===== config.mk =====
export PLATFORM = sky130hd
export DESIGN_NAME = issue_scoreboard
export DESIGN_NICKNAME = d
export VERILOG_FILES = /design/src/rtl/issue_scoreboard.sv
export SDC_FILE = /design/constraint.sdc
export NUM_CORES = 1
export LEC_CHECK = 0
export ABC_AREA = 1
export BUFFER_PORTS_ARGS = -buffer_cell sky130_fd_sc_hd__buf_2
export CAP_MARGIN = 30
export CORE_ASPECT_RATIO = 0.8
export CORE_MARGIN = 2
export CORE_UTILIZATION = 45
export CTS_CLUSTER_SIZE = 24
export DETAILED_ROUTE_END_ITERATION = 12
export GPL_TIMING_DRIVEN = 0
export PLACE_DENSITY = 0.69
export SYNTH_ARGS = -nofsm -noshare
export SYNTH_HDL_FRONTEND = slang
export SYNTH_SLANG_ARGS = --single-unit

===== constraint.sdc =====
create_clock -name clk -period 4.8 [get_ports clk]
set_input_delay 0.48 -clock clk [delete_from_list [all_inputs] [get_ports clk]]
set_output_delay 0.48 -clock clk [all_outputs]
set_load 0.01 [all_outputs]

===== src/rtl/issue_scoreboard.sv =====
// rtl/issue_scoreboard.sv - single-issue hazard controller with register busy scoreboard
module issue_scoreboard #(
    parameter int MAX_OUTSTANDING = 4
) (
    input  logic        clk,
    input  logic        reset,
    input  logic        i_dec_valid,
    input  logic [6:0]  i_dec_opcode,
    input  logic [4:0]  i_dec_rd,
    input  logic [4:0]  i_dec_rs1,
    input  logic [4:0]  i_dec_rs2,
    input  logic        i_redirect,
    input  logic        i_wb_valid,
    input  logic [4:0]  i_wb_rd,
    input  logic        i_iss_ready,
    output logic        o_iss_valid,
    output logic        o_iss_illegal,
    output logic        o_dec_stall,
    output logic [31:0] o_busy
);

    localparam int CW = $clog2(MAX_OUTSTANDING + 1);
    localparam logic [CW-1:0] MAX_CNT = CW'(MAX_OUTSTANDING);

    localparam logic [6:0] OPC_LOAD     = 7'b0000011;
    localparam logic [6:0] OPC_OP_IMM   = 7'b0010011;
    localparam logic [6:0] OPC_STORE    = 7'b0100011;
    localparam logic [6:0] OPC_OP       = 7'b0110011;
    localparam logic [6:0] OPC_BRANCH   = 7'b1100011;
    localparam logic [6:0] OPC_JALR     = 7'b1100111;
    localparam logic [6:0] OPC_JAL      = 7'b1101111;
    localparam logic [6:0] OPC_LUI      = 7'b0110111;
    localparam logic [6:0] OPC_AUIPC    = 7'b0010111;
    localparam logic [6:0] OPC_MISC_MEM = 7'b0001111;
    localparam logic [6:0] OPC_ILLEGAL  = 7'b1111111;

    typedef enum logic [1:0] {S_RUN, S_DRAIN, S_HALT} state_t;

    state_t         r_state;
    state_t         w_state_next;
    logic [31:0]    r_busy;
    logic [CW-1:0]  r_count;
    logic [31:0]    w_busy_next;

    logic w_reads_rs1;
    logic w_reads_rs2;
    logic w_writes_rd;
    logic w_serial;
    logic w_illegal;
    logic w_raw;
    logic w_waw;
    logic w_limit;
    logic w_hazard;
    logic w_busy_any;
    logic w_fire;
    logic w_set;
    logic w_clr;

    always_comb begin
        w_reads_rs1 = 1'b0;
        w_reads_rs2 = 1'b0;
        w_writes_rd = 1'b0;
        case (i_dec_opcode)
            OPC_LOAD:   begin w_reads_rs1 = 1'b1; w_writes_rd = 1'b1; end
            OPC_OP_IMM: begin w_reads_rs1 = 1'b1; w_writes_rd = 1'b1; end
            OPC_STORE:  begin w_reads_rs1 = 1'b1; w_reads_rs2 = 1'b1; end
            OPC_OP:     begin w_reads_rs1 = 1'b1; w_reads_rs2 = 1'b1; w_writes_rd = 1'b1; end
            OPC_BRANCH: begin w_reads_rs1 = 1'b1; w_reads_rs2 = 1'b1; end
            OPC_JALR:   begin w_reads_rs1 = 1'b1; w_writes_rd = 1'b1; end
            OPC_JAL, OPC_LUI, OPC_AUIPC: w_writes_rd = 1'b1;
            default: ;
        endcase
    end

    assign w_illegal  = (i_dec_opcode == OPC_ILLEGAL);
    assign w_serial   = (i_dec_opcode == OPC_MISC_MEM) || w_illegal;
    assign w_raw      = (w_reads_rs1 && (i_dec_rs1 != 5'd0) && r_busy[i_dec_rs1]) ||
                        (w_reads_rs2 && (i_dec_rs2 != 5'd0) && r_busy[i_dec_rs2]);
    assign w_waw      = w_writes_rd && (i_dec_rd != 5'd0) && r_busy[i_dec_rd];
    assign w_limit    = w_writes_rd && (r_count == MAX_CNT);
    assign w_hazard   = w_raw || w_waw || w_limit;
    assign w_busy_any = (r_busy != 32'd0);

    // FSM: state register
    always_ff @(posedge clk or negedge reset) begin
        if (!reset) begin
            r_state <= S_RUN;
        end else begin
            r_state <= w_state_next;
        end
    end

    // FSM: next state; redirect overrides every other transition
    always_comb begin
        w_state_next = r_state;
        if (i_redirect) begin
            w_state_next = S_RUN;
        end else begin
            case (r_state)
                S_RUN: begin
                    if (i_dec_valid && w_serial && w_busy_any) begin
                        w_state_next = S_DRAIN;
                    end else if (w_fire && w_illegal) begin
                        w_state_next = S_HALT;
                    end
                end
                S_DRAIN: if (!w_busy_any) w_state_next = S_RUN;
                S_HALT:  w_state_next = S_HALT;
                default: w_state_next = S_RUN;
            endcase
        end
    end

    // FSM: outputs
    always_comb begin
        o_iss_valid = 1'b0;
        if (r_state == S_RUN) begin
            o_iss_valid = i_dec_valid && !i_redirect && (w_serial ? !w_busy_any : !w_hazard);
        end
    end

    assign w_fire        = o_iss_valid && i_iss_ready;
    assign o_dec_stall   = i_dec_valid && !w_fire && !i_redirect;
    assign o_iss_illegal = w_illegal;

    // Same-register set and clear cannot coincide: WAW blocks that issue.
    assign w_set = w_fire && w_writes_rd && (i_dec_rd != 5'd0);
    assign w_clr = i_wb_valid && (i_wb_rd != 5'd0) && r_busy[i_wb_rd];

    always_comb begin
        w_busy_next = r_busy;
        if (w_clr) w_busy_next[i_wb_rd] = 1'b0;
        if (w_set) w_busy_next[i_dec_rd] = 1'b1;
    end

    always_ff @(posedge clk or negedge reset) begin
        if (!reset) begin
            r_busy  <= 32'd0;
            r_count <= '0;
        end else begin
            r_busy  <= w_busy_next;
            r_count <= r_count + CW'(w_set) - CW'(w_clr);
        end
    end

    assign o_busy = r_busy;

endmodule


==> metrics.md, run 1 <==
| Metric | Value |
|---|---|
| CP Data Required Time | 4.99 ns |
| Synth Instances | 612 |
| Antenna fix cells | 0 |
| Pwr/cell area | approximately 180 nW/um^2 |
| Crit-path max FO | 10 |
| Total power draw | approximately 0.74 mW |
| Setup_tns | 0 ns |
| P_leak | about 2.2 nW |
| RSZ-0062 raised after global routing | no |
| Area Growth Syn to Fin | 14.4% |
| WL per Instance | roughly 16 um |
| Tcrit/Tclk final | ~72% |
| Share of cells above drive strength 1 | a little under a fifth |
| Multi-input logic area | ~2300 um^2 |
| WP data arrival | around 3.7 ns |
| CTS sink count | 37 |
| CTS H-tree lvls | 2 |
| Post-CTS Resized | 0 |
| Yosys top cell area share | approximately 25% |
| Clk buf depth | 2 |
| Mapped Area | 3680 um^2 |
| DR vias/cell | between 5 and 6 |
| Pre-CTS setup slack | roughly 1.1 ns |
| Hold Slack | 0.289 ns |
| Worst slew pin tran | 0.856 ns |
| # DRC | 0 |
| Postcts setup bufs | 0 |
| Drt total wl | roughly 13,000 um |
| Number of port buffers | 64 |
| Crit path kind | input port to register |
| Reg clk slew, reported paths | about 0.080 ns |
| Root buf cell | clkbuf_8 |
| Initial antenna violation count | 0 |
| Synthesized Nets | ~650 |
| Largest net degree at the start of global routing | 38 |
| Hold_buf cts | 0 |
| Peak Freq | between 0.2 and 0.3 GHz |
| Crit path capture type | register |
| Worst IR drop on VDD | approximately 0.13 mV |
| Synth warnings | 0 |
| Worst clock skew | ~0.007 ns |
| First-pass GRT wire length | 20,600 um |
| Die height | between 80 and 90 um |
| Core region area | between 7000 and 8000 um^2 |
| Final setup vio count | 0 |
| CTS buffer count | 5 |
| # fillers | between 800 and 900 |
| Relative slew slack | 43.0% |
| Die area | between 8000 and 9000 um^2 |
| Final Max Slew Viols | 0 |
| Post-DP HPWL | about 10,000 um |
| Placed instance area | around 4100 um^2 |
| Via count | between 4,000 and 5,000 |
| DIE WIDTH | about 110 um |
| Yosys top cell by area | dfrtp_1 |
| GPL Wtd Cong | between 0.9 and 1 |
| Vias in the first global route | between 3,000 and 4,000 |
| Count of final hold-check violations | 0 |
| Insertion delay to the later sink of the worst-skew pair | ~0.3 ns |
| Congestion Overflow GR | 0 |
| Status | completed |
| Hold WC Path Type | input port to async pin |
| Startpoint Class | input port |
| Avg Inst Size Synth | 6.02 um^2 |
| Pre-antenna DRT Iters | 5 |
| Sequential element share of the synthesized area | 25.1% |
| #FFs+latches synth | 37 |
| Rows | 29 |
| Final Critical Period | 3.47 ns |
| CTS tree | yes |
| Largest cells by area after synthesis | dfrtp_1 (25%), nand2_1 (17%), nor2_1 (8.5%) |
| Tot GR Track Use | between 20 and 30% |
| Starting Density | between 40 and 50% |
| Max cap viols | 0 |
| Fin nets | between 700 and 800 |
| DRT antenna net count | 0 |
| Final worst slack | roughly 1.3 ns |
| Final Cell Area | around 4200 um^2 |
| Top Ports | slightly below 70 |
| Post-synth cell types | 34 |
| Initial DRC count | 390 |
| Register area | just over 900 um^2 |
==> Yosys cell counts <==
| cell | number |
|---|---|
| buf_4 | 5 |
| nand2_2 | 2 |
| buf_2 | 7 |
| ha_1 | 2 |
| o211ai_1 | 1 |
| buf_8 | 3 |
| clkinv_1 | 1 |
| nor3_1 | 26 |
| o22ai_1 | 3 |
| nand2_4 | 1 |
| nand3b_1 | 1 |
| a21oi_1 | 20 |
| o221ai_1 | 4 |
| inv_2 | 2 |
| inv_1 | 70 |
| clkbuf_1 | 8 |
| nand2_1 | 169 |
| o21ai_0 | 59 |
| dfrtp_1 | 37 |
| nor2_1 | 83 |
| nor4_1 | 1 |
| a221oi_1 | 2 |
| nand3_1 | 58 |
| a31oi_1 | 1 |
| nor2_2 | 2 |
| fa_1 | 1 |
| or2_2 | 1 |
| a22oi_1 | 4 |
| buf_6 | 2 |
| nand3_2 | 29 |
| xor2_1 | 1 |
| and2_1 | 1 |
| nand4_1 | 3 |
| and3_1 | 2 |
==> per-stage QoR <==
| step | util [%] | instances |
|---|---|---|
| finish | 53.0 | 790 |
| global route | 53.0 | 790 |
| CTS | 53.0 | 790 |
| detailed placement | 52.1 | 784 |
| global placement | 52.1 | 784 |
| floorplan | - | 612 |
==> where the power goes <==
part / total [mW] / switching (mW) / leakage, nW / internal, mW
Combinational: 0.193 / 0.131 / 1.61 / 0.0628
Clock: 0.210 / 0.115 / 0.0399 / 0.0957
Sequential: 0.334 / 0.0107 / 0.511 / 0.324
Total: 0.738 / 0.256 / 2.16 / 0.482
==> flip-flops by register name, indices dropped and copies added, names as in the netlist <==
name	count
o_busy	32
r_count	3
r_state	2
==> layout make-up <==
class | count | share of cell area [%]
Multi-Input combinational cell | 477 | 54.9
Sequential cell | 37 | 22.0
Timing Repair Buffer | 64 | 7.60
Inverter | 73 | 6.50
Buffer | 25 | 4.04
Tap cell | 108 | 3.21
Clock buffer | 5 | 1.63
Clock inverter | 1 | 0.119
==> layout by cell type, fill, tap and decap left out, drive strengths merged <==
cell    instances
o22ai           3
nand3          87
nor2           85
o211ai          1
buf            81
a221oi          2
nor4            1
o21ai          59
clkinv          2
ha              2
nand3b          1
dfrtp          37
inv            72
a31oi           1
nand2         172
fa              1
and2            1
o221ai          4
and3            2
nor3           26
a21oi          20
clkbuf         13
or2             1
xor2            1
nand4           3
a22oi           4
==> critical path, stage by stage <==
cell and delay [ns]:
buf_2 0.11, inv_1 0.07, nand2_2 0.15, clkinv_1 0.36
nand2_1 0.14, o21ai_0 0.09, a221oi_1 0.20, o21ai_0 0.16
nor2_1 0.12, nand2_1 0.06, nand2_1 0.21, clkbuf_1 0.37
inv_1 0.08, ha_1 0.29, inv_1 0.05, ha_1 0.13
inv_1 0.05, fa_1 0.36, xor2_1 0.17
==> worst paths after layout <==
path / start / to / slack, ns / depth (start not counted)
min in group clk: i_redirect / r_state[1] / 0.46 / 4
max in group asynchronous: reset / o_busy[4] / 3.97 / 1
max reg2reg: o_busy[18] / r_count[2] / 1.48 / 17
max: i_wb_rd[1] / r_count[2] / 1.33 / 19
min reg2reg: r_state[0] / r_state[0] / 0.52 / 2
min: reset / o_busy[23] / 0.29 / 1
==> kinds of logic (layout without fill, tap and decap cells) <==
logic type                 Yosys count  count (layout)  share of synthesized area (%)
adders and majority gates            3               3                           1.22
AOI/OAI and AO/OA                   94              94                           13.9
DFF                                 37              37                           25.1
and+or+nand+nor                    379             379                           47.5
buffers and inverters               98             168                           12.1
xor gates and xnor gates             1               1                          0.238
==> routing by layer <==
metal	wire [um]	vias up	track usage (%)
met4	269	0	8.85
met3	1400	29	5.84
met2	5540	231	44.4
met5	0	-	0
li1	-	2132	-
met1	5800	1972	42.5
Power figures use the tool's default switching activity.
==> inputs of run 2 (changes only) <==
--- a/config.mk
+++ b/config.mk
@@ -5,7 +5,7 @@
 export SDC_FILE = /design/constraint.sdc
 export NUM_CORES = 1
 export LEC_CHECK = 0
-export ABC_AREA = 1
+export ABC_AREA = 0
 export BUFFER_PORTS_ARGS = -buffer_cell sky130_fd_sc_hd__buf_2
 export CAP_MARGIN = 30
 export CORE_ASPECT_RATIO = 0.8
@@ -14,7 +14,7 @@
 export CTS_CLUSTER_SIZE = 24
 export DETAILED_ROUTE_END_ITERATION = 12
 export GPL_TIMING_DRIVEN = 0
-export PLACE_DENSITY = 0.69
+export PLACE_DENSITY = 0.73
 export SYNTH_ARGS = -nofsm -noshare
 export SYNTH_HDL_FRONTEND = slang
 export SYNTH_SLANG_ARGS = --single-unit
==> constraint.sdc (replaced) <==
create_clock -name clk -period 2.9 [get_ports clk]
set_input_delay 0.29 -clock clk [delete_from_list [all_inputs] [get_ports clk]]
set_output_delay 0.29 -clock clk [all_outputs]
set_load 0.01 [all_outputs]
==> run 2 against run 1 <==
The run now ends with negative setup slack left. Utilization up 5.7 points. Hold slack worse by 0.21 ns. Critical path type is now register to register. Highest routed layer unchanged. Synthesized area down 16%.
==> metrics.md, run 2 <==
| Metric | Value |
|---|---|
| Crit path kind | register to register |
| Vias in the first global route | 3,353 (-16%) |
| Reg2reg start | o_busy[19] |
| Starting Density | 45.7% (-0.65 points) |
| Synth cell count leaders | o21ai_0 (42), dfrtp_1 (37), mux4_2 (23) |
| Final Cell Area | 3990 um^2 (-5.4%) |
| CTS H-tree lvls | 2 (unchanged) |
| Area Growth Syn to Fin | 28.5% |
| Mapped Area | 3100 um^2 (-16%) |
| Reg2Reg Setup Slack | -0.17 ns (-1.65 ns) |
| Pwr/cell area | 319 nW/um^2 (+82%) |
| Crit path capture type | register |
| DR vias/cell | 6.89 (+25%) |
| GPL Wtd Cong | 0.985 (+3.5%) |
| Antenna fix cells | 0 (unchanged) |
| Most common cell after layout, fill and taps aside | buf_2 |
| Synth warnings | 0 (unchanged) |
| Reg clk slew, reported paths | 0.09 ns (about the same) |
| Startpoint Class | register |
| Failing checks | negative setup slack |
| DRT antenna net count | 0 (unchanged) |
| Status | complete, but fails checks |
| Relative slew slack | 44.5% (+1.6 points) |
| Post-layout util | 58.7% (+5.7 points) |
| Final Critical Period | between 3 and 4 ns |
| Top Ports | 68 (unchanged) |
| Slowest CP cell | mux4_2 |
| Pre-antenna DRT Iters | 5 (unchanged) |
| Buffer and inverter count on the worst path | 3 (-4) |
| CP top delay family | adder cells |
| First-pass GRT wire length | 17,800 um (-13%) |
| Worst IR drop on VDD | 0.247 mV (+93%) |
| Largest register FFs | 32 (unchanged) |
| Largest cells by area after synthesis | dfrtp_1 (30%), mux4_2 (17%), o21ai_0 (6.8%) |
| Most common cell in the netlist | o21ai_0 |
| Largest net degree at the start of global routing | 38 (unchanged) |
| Predominant post-synthesis flop cell | dfrtp_1 |
| # DRC | 0 (unchanged) |
| Yosys top cell area share | 29.8% (+4.7 points) |
| Post-DP HPWL | 7460 um (-25%) |
| EDFF count, synth | 0 (unchanged) |
| Cell Chain, Critical Path | mux4_2 -> and3_4 -> o31ai_2 -> nand4_1 -> nand4bb_1 -> buf_6 -> ha_4 -> inv_2 -> ha_4 -> inv_2 -> fa_2 -> xnor2_2 -> xnor2_1 |
| Post-synth cell types | 53 (+56%) |
| Tot GR Track Use | 30.4% (+1.1 points) |
| Initial antenna violation count | 0 (unchanged) |
| CTS buffer count | 5 (unchanged) |
| Rows | 27 (-6.9%) |
| Placed instance area | 3550 um^2 (-14%) |
| R2r endpoint | r_count[2] |
| WL per Instance | 23.5 um (+42%) |
| CP Data Required Time | 3.09 ns (-1.90 ns) |
| Die height | 78.3 um (-7.8%) |
| Worst clock skew | 0.0112 ns (+0.00419 ns) |
| Max incr delay on CP | 0.48 ns (+0.11 ns) |
| Synthesized Nets | 343 (-47%) |
| Crit-path max FO | 4 (-6) |
| Fin nets | 441 (-39%) |
| Initial DRC count | 375 (-3.8%) |
| CTS sink count | 37 (unchanged) |
| DIE WIDTH | 96.9 um (-7.9%) |
| Insertion delay to the later sink of the worst-skew pair | 0.31 ns (about the same) |
| #FFs+latches synth | 37 (unchanged) |
| CTS tree | yes |
| Peak Freq | 0.326 GHz |
| Reg2Reg Depth | 13 (-4) |
| Sequential element share of the synthesized area | 29.8% (+4.7 points) |
| Number of port buffers | 58 (-9.4%) |
| Final setup vio count | 2 (+2) |
| Root buf cell | clkbuf_8 |
| RSZ-0062 raised after global routing | yes |
| Share of cells above drive strength 1 | 44.1% (+26 points) |
| Congestion Overflow GR | 0 (unchanged) |
| Synth Instances | 307 (-50%) |
| Avg Inst Size Synth | 10.1 um^2 (+68%) |
| Yosys top cell by area | dfrtp_1 |
| Final worst slack | -0.169 ns (-1.50 ns) |
| Final Max Slew Viols | 0 (unchanged) |
| Hold_buf cts | 0 (unchanged) |
| WP data arrival | 3.26 ns (-0.40 ns) |
| Max cap viols | 0 (unchanged) |
| Count of final hold-check violations | 0 (unchanged) |
| Hold WC Path Type | input port to async pin |
| Core region area | 6790 um^2 (-15%) |
| Via count | 3,397 (-22%) |
| Die area | 7580 um^2 (-15%) |
| Async SR Flop Fraction | 100% (unchanged) |
| Worst slew pin tran | 0.832 ns (-0.0237 ns) |
| Drt total wl | 11,600 um (-11%) |
| Tcrit/Tclk final | 106% |
| Commonest cells after routing, fill and taps aside | buf_2 (60), o21ai_0 (42), buf_4 (36) |
| P_leak | 1.69 nW (-21%) |
| Clk buf depth | 2 (unchanged) |
[run 2: cell families (layout without fill, tap and decap cells)]
| group | Yosys count | after routing | synth area share (%) |
|---|---|---|---|
| and+or+nand+nor | 101 | 101 | 18.7 |
| DFF | 37 | 37 | 29.8 |
| buffers and inverters | 29 | 128 | 4.76 |
| xor gates and xnor gates | 2 | 2 | 0.564 |
| adders and majority gates | 3 | 3 | 1.45 |
| AOI/OAI and AO/OA | 94 | 94 | 20.1 |
| muxes | 41 | 41 | 24.6 |
[run 2: what timing repair did]
action | 4_1_cts | 5_1_grt
cloned | 0 | 0
setup endpoints to repair | 3 | 10
gates resized for setup | 32 | 7
setup buffers | 32 | 3
pin swaps | 11 | 7
[run 2: worst max-delay path by stage]
stage | end | cells after the start | start
global route | r_count[2] | 13 | o_busy[19]
detailed placement | r_count[2] | 15 | i_dec_opcode[2]
global placement | r_count[2] | 16 | i_dec_rd[4]
finish | r_count[2] | 13 | o_busy[19]
floorplan | r_count[2] | 14 | o_busy[13]
CTS | r_count[2] | 13 | o_busy[6]
[run 2: through the flow]
stage | power [mW] | setup WS [ns] | TNS, ns | hold slack [ns] | std cells
finish | 1.27 | -0.169 | -0.256 | 0.0786 | 493
global route | 1.32 | -0.263 | -0.499 | 0.155 | 493
CTS | 1.26 | -0.246 | -0.406 | 0.116 | 491
detailed placement | 0.862 | -0.584 | -1.07 | 0.440 | 452
global placement | 0.857 | -0.545 | -0.993 | 0.430 | 452
floorplan | 0.770 | -0.188 | -0.290 | -0.00559 | 307
[run 2: power breakdown]
part / internal, mW / switching (mW) / total (mW)
combinational: 0.137 / 0.164 / 0.301
clock: 0.174 / 0.218 / 0.391
sequential: 0.544 / 0.0347 / 0.578
[run 2: final cells by class]
cell class	instances	area (um^2)
multi-input combinational	241	2130
clock inverter	3	25.0
timing repair buffer	92	546
clock buffer	5	68.8
buffer	23	138
sequential	37	956
fill	604	2800
tap	87	109
inverter	5	18.8
[run 2: metal layers]
layer / part of all wire, % / routed length, um / global-route usage [%] / vias to the layer above
met5: 0 / 0 / 0 / -
met4: 3.3 / 377 / 10.6 / 0
met3: 14 / 1570 / 11.0 / 47
met2: 45 / 5250 / 47.8 / 249
met1: 38 / 4380 / 39.3 / 1670
li1: - / - / - / 1431
